$ cat src/rtl/issue_unit.sv
// issue_unit: single-issue dispatcher with register-status renaming and CDB bypass
module issue_unit (
  input  logic        Clock,
  input  logic        Reset,
  input  logic        Instr_valid,
  input  logic [15:0] Instr,
  output logic        Instr_ready,
  output logic [2:0]  Rf_addr_s,
  output logic [2:0]  Rf_addr_t,
  input  logic [15:0] Rf_data_s,
  input  logic [15:0] Rf_data_t,
  input  logic [2:0]  Rs_busy,
  input  logic        Cdb_valid,
  input  logic [2:0]  Cdb_tag,
  input  logic [15:0] Cdb_value,
  output logic [2:0]  Opcode,
  output logic [15:0] Vj,
  output logic [15:0] Vk,
  output logic [2:0]  Qj,
  output logic [2:0]  Qk,
  output logic [2:0]  Enable_VQ
);
  typedef enum logic [1:0] {IDLE, ISSUE, STALL} state_t;
  state_t      state_q, state_d;
  logic [15:0] ir_q, ir_d, vj_q, vj_d, vk_q, vk_d;
  logic [2:0]  rst_q [8];
  logic [2:0]  rst_d [8];
  logic [2:0]  en_q, en_d, op_q, op_d, qj_q, qj_d, qk_q, qk_d;
  logic [2:0]  free, sel_tag, tag_s, tag_t;
  logic        byp_s, byp_t, issue;
  assign Instr_ready = state_q == IDLE;
  assign Rf_addr_s   = ir_q[9:7];
  assign Rf_addr_t   = ir_q[6:4];
  assign Opcode      = op_q;
  assign Vj          = vj_q;
  assign Vk          = vk_q;
  assign Qj          = qj_q;
  assign Qk          = qk_q;
  assign Enable_VQ   = en_q;
  always_comb begin
    free    = ~Rs_busy & ~en_q;
    sel_tag = free[0] ? 3'd1 : free[1] ? 3'd2 : free[2] ? 3'd3 : 3'd0;
    issue   = state_q != IDLE && sel_tag != 3'd0;
    tag_s   = rst_q[ir_q[9:7]];
    tag_t   = rst_q[ir_q[6:4]];
    byp_s   = Cdb_valid && Cdb_tag == tag_s;
    byp_t   = Cdb_valid && Cdb_tag == tag_t;
  end
  always_comb begin
    state_d = state_q;
    ir_d    = ir_q;
    en_d    = 3'd0;
    op_d    = op_q;
    vj_d    = vj_q;
    vk_d    = vk_q;
    qj_d    = qj_q;
    qk_d    = qk_q;
    for (int i = 0; i < 8; i++)
      rst_d[i] = (Cdb_valid && Cdb_tag != 3'd0 && rst_q[i] == Cdb_tag) ? 3'd0 : rst_q[i];
    if (state_q == IDLE) begin
      if (Instr_valid) begin
        ir_d    = Instr;
        state_d = ISSUE;
      end
    end else if (issue) begin
      // operands resolve from the pre-issue table, so Rd==Rs/Rt sees the old producer
      state_d            = IDLE;
      en_d               = {sel_tag == 3'd3, sel_tag == 3'd2, sel_tag == 3'd1};
      op_d               = ir_q[15:13];
      vj_d               = tag_s == 3'd0 ? Rf_data_s : byp_s ? Cdb_value : 16'd0;
      vk_d               = tag_t == 3'd0 ? Rf_data_t : byp_t ? Cdb_value : 16'd0;
      qj_d               = (tag_s == 3'd0 || byp_s) ? 3'd0 : tag_s;
      qk_d               = (tag_t == 3'd0 || byp_t) ? 3'd0 : tag_t;
      rst_d[ir_q[12:10]] = sel_tag;
    end else begin
      state_d = STALL;
    end
  end
  always_ff @(posedge Clock or negedge Reset) begin
    if (!Reset) begin
      state_q <= IDLE;
      ir_q    <= 16'd0;
      en_q    <= 3'd0;
      op_q    <= 3'd0;
      vj_q    <= 16'd0;
      vk_q    <= 16'd0;
      qj_q    <= 3'd0;
      qk_q    <= 3'd0;
      for (int i = 0; i < 8; i++) rst_q[i] <= 3'd0;
    end else begin
      state_q <= state_d;
      ir_q    <= ir_d;
      en_q    <= en_d;
      op_q    <= op_d;
      vj_q    <= vj_d;
      vk_q    <= vk_d;
      qj_q    <= qj_d;
      qk_q    <= qk_d;
      for (int i = 0; i < 8; i++) rst_q[i] <= rst_d[i];
    end
  end
endmodule

$ cat config.mk
export PLATFORM = sky130hd
export DESIGN_NAME = issue_unit
export DESIGN_NICKNAME = d
export VERILOG_FILES = /design/src/rtl/issue_unit.sv
export SDC_FILE = /design/constraint.sdc
export NUM_CORES = 1
export LEC_CHECK = 0
export ABC_AREA = 1
export BUFFER_PORTS_ARGS = -buffer_cell sky130_fd_sc_hd__buf_2
export CORE_MARGIN = 1.5
export CORE_UTILIZATION = 59
export CTS_BUF_LIST = sky130_fd_sc_hd__clkbuf_8 sky130_fd_sc_hd__clkbuf_16
export CTS_CLUSTER_SIZE = 12
export DETAILED_ROUTE_END_ITERATION = 16
export PLACE_DENSITY = 0.87
export SLEW_MARGIN = 30
export SYNTH_ARGS = -nofsm -noshare
export SYNTH_HDL_FRONTEND = slang
export SYNTH_SLANG_ARGS = --single-unit
$ cat constraint.sdc
create_clock -name Clock -period 2.7 [get_ports Clock]
set_input_delay 0.135 -clock Clock [delete_from_list [all_inputs] [get_ports Clock]]
set_output_delay 0.135 -clock Clock [all_outputs]
set_load 0.02 [all_outputs]
==> metrics.md <==
| Metric | Value |
|---|---|
| Outcome | finished, final reports clean |
| Avg WL per Cell | 14.75 um |
| Largest net degree at the start of global routing | 83 |
| Later-pin clock latency in the skew report | between 0.3 and 0.4 ns |
| Total CTS buffers | 9 |
| Initial Utilization | around 60% |
| Vias | about 5100 |
| Synth area leaders | dfrtp_1 39%, nand2_1 12%, nor2_1 8.5% |
| Pre-CTS setup slack | about 0.60 ns |
| Mux cell area share after synthesis | 0% |
| Post-CTS resize count | 0 |
| Tightest Pin Transition | between 0.7 and 0.8 ns |
| Die width | ~97 um |
| Vias/cell | 5.391 |
| CTS tree | done |
| Root buffer cell | clkbuf_8 |
| Synth Area in Compound Gates | a little under a tenth |
| Crit path max fanout | 32 |
| Hold_sp | Instr[6] |
| Mapped Area | between 5000 and 6000 um^2 |
| RSZ-0062 raised after global routing | false |
| Reg2reg start | ir_q[7] |
| Row cnt | 34 |
| Total clock sinks | roughly 80 |
| Asr flop ratio synth | 100.0% |
| Share of the synthesized area in the top cell type | around two fifths |
| First-pass GRT wire length | roughly 23000 um |
| Fin. Hold Viols | 0 |
| Simple-gate share of the synthesized area | about 37% |
| Setup Viol. Count Final | 0 |
| Synth Area in XOR/XNOR | about 1.8% |
| Critical path class | flop to flop |
| Share of cells above drive strength 1 | 27.30% |
| Routability cong. | roughly 0.9 |
| Worst stage delay on the critical path | ~0.67 ns |
| Yosys cell types | 31 |
| Antenna violations before repair | 0 |
| Drt first pass iters | 6 |
| Fin nets | just over 900 |
| PortBufs | 120 |
| Post-synth top area cell | dfrtp_1 |
| Overflow after GRT | 0 |
| FF-to-FF End | Vj[2] |
| Clk buf depth | 2 |
| Combinational family with the most area after synthesis | simple AND/OR/NAND/NOR gates |
| Core area | approximately 8700 um^2 |
| Setup TNS Final | 0 ns |
| CP Launch Type | flop |
| Vias in the first global route | 5029 |
| Avg Synthesized Cell Area | 7.228 um^2 |
| Warnings, synthesis | 0 |
| Drc violations | 0 |
| Most common cell in the netlist | nand2_1 |
| Final WL | 14070 um |
| Final period utilization | approximately 80% |
| Post-synth EDFFs | 0 |
| Slowest CP cell | dfrtp_1 |
| HPWL Detailed | between 9000 and 10000 um |
| Max cap viols | 0 |
| Synthesized Nets | 801 |
| R2R setup slack | ~0.55 ns |
| Min-Delay Path Depth | 3 |
| IO Pins | ~130 |
| Crit path DAT | 2.44 ns |
| Die height | between 90 and 100 um |
| Data required, critical path | roughly 3 ns |
| Fmax | roughly 0.46 GHz |
| Slew Limit Fails | 0 |
| Clock H-tree levels | 3 |
| Worst hold slack | about 0.016 ns |
| Clk_skew | ~0.015 ns |
| DRT iter0 DRCs | 417 |
| Primary FF master, synth | dfrtp_1 |
| Antenna cell count | 0 |
| FF+latch count, synth | between 80 and 90 |
| Leak pwr | 3.332 nW |
| Register-to-Register Path Depth | 11 |
| Worst hold path type | input port to flop |
| Max_slew headroom | roughly half |
| Clk pin slew, worst setup/hold paths | around 0.090 ns |
| Sequential-to-total area share from yosys stat | about 40% |
| Synthesized instance count | 727 |
| DIE AREA | about 9500 um^2 |
| Fillers | 711 |
| Most used cell, CP | nand3_1 |
| Adder-cell area share of the yosys netlist | 0% |
| Post-route ant nets | 0 |
| Syn-to-layout area delta | 16.24% |
| Top cells by count, synth | 170 x nand2_1, 119 x nor2_1, 97 x inv_1 |
| Min cycle time layout | 2.153 ns |
| CP Cell Sequence | inv_2, nand2_1, nand3_1, nand3_1, nand2_2, nand3_2, buf_4, nand2_1, inv_2, nand3_1, a21oi_1 |
| GRT Total Usage | a little under a third |
| Crit path capture type | flop |
| Final WS setup | ~0.55 ns |
| VDD IR max | 0.6148 mV |
| Hold EP | ir_q[6] |
| Pwr/cell area | 857.6 nW/um^2 |
[area by class of cell]
cell class              count  area (um^2)  share of cell area [%]
multi-input cells         499         2535                   41.50
repair buffers            137        762.0                   12.47
well taps                 108        135.1                   2.212
flip-flops and latches     82         2052                   33.59
clock inverters             6        66.31                   1.086
inverters                 112        420.4                   6.882
clock buffers              10        137.6                   2.253
[routing by layer]
| layer | wire length (um) | global-route usage, % | part of all wire [%] | vias up |
|---|---|---|---|---|
| li1 | - | - | - | 2465 |
| met4 | 346 | 11.65 | 2.5 | 0 |
| met1 | 5742 | 38.47 | 41 | 2408 |
| met2 | 6993 | 51.60 | 50 | 228 |
| met5 | 0 | 0 | 0 | - |
| met3 | 987 | 4.964 | 7.0 | 42 |
[cells in the final DEF, fill, tap and decap left out, types with 2 or more instances in the layout]
| cell | n |
|---|---|
| nand2_1 | 170 |
| nor2_1 | 119 |
| buf_2 | 119 |
| inv_1 | 98 |
| dfrtp_1 | 82 |
| nand3_1 | 62 |
| o21ai_0 | 31 |
| nand3_2 | 29 |
| a21oi_2 | 21 |
| a21oi_1 | 16 |
| inv_2 | 15 |
| nand2_2 | 11 |
| dlygate4sd3_1 | 11 |
| clkbuf_8 | 10 |
| xnor2_1 | 7 |
| buf_4 | 6 |
| nor2_2 | 4 |
| xor2_1 | 4 |
| nor2_8 | 4 |
| a211oi_1 | 3 |
| o2111ai_1 | 3 |
| nor3_1 | 3 |
| o21ai_2 | 2 |
| nor3_2 | 2 |
| and3_1 | 2 |
| nand2_4 | 2 |
| clkinvlp_4 | 2 |
[timing repair]
action | CTS | global route
endpoints found under the setup margin | 0 | 0
hold endpoints to repair | 92 | 0
buffers inserted | 0 | 0
hold buffers | 11 | 0
[worst max-delay path, delay by kind of cell, from the launching register on]
kind	cells	cell delay, ns
AOI/OAI and AO/OA	1	0.15
DFF	1	0.67
and+or+nand+nor	7	0.68
buffers and inverters	3	0.60
[worst max path at each step]
stage | slack (ns) | cells after the start | startpoint | end
floorplan | 1.02 | 9 | Enable_VQ[2] | rst_q[15]
global placement | 0.65 | 11 | ir_q[7] | Vj[4]
detailed placement | 0.60 | 11 | ir_q[7] | Vj[2]
CTS | 0.57 | 11 | ir_q[7] | Vj[2]
global route | 0.39 | 11 | ir_q[7] | Vj[3]
finish | 0.55 | 11 | ir_q[7] | Vj[2]
[logic make-up after synthesis]
family | Yosys count
xor+xnor | 11
simple gates | 410
compound gates | 78
flops | 82
buf+inv | 146
[where the power goes]
group / internal [mW] / switching, mW
Sequential: 1.59 / 0.265
Clock: 0.455 / 0.470
Combinational: 0.795 / 1.66
[stage by stage]
stage | power, mW | utilization [%] | instances | area [um^2]
floorplan | 3.701 | - | 727 | 5255
global placement | 4.197 | 66.72 | 927 | 5791
detailed placement | 4.283 | 66.77 | 927 | 5794
CTS | 5.227 | 70.39 | 954 | 6108
global route | 5.582 | 70.39 | 954 | 6108
finish | 5.238 | 70.39 | 954 | 6108
[flip-flops by register name, indices dropped and copies added (netlist names)]
| register | cells |
|---|---|
| Qk | 3 |
| ir_q | 12 |
| rst_q | 24 |
| Vj | 16 |
| Qj | 3 |
| Opcode | 3 |
| Vk | 16 |
| Enable_VQ | 3 |
| state_q | 2 |
Note: power is estimated with default switching activity, not from simulation.
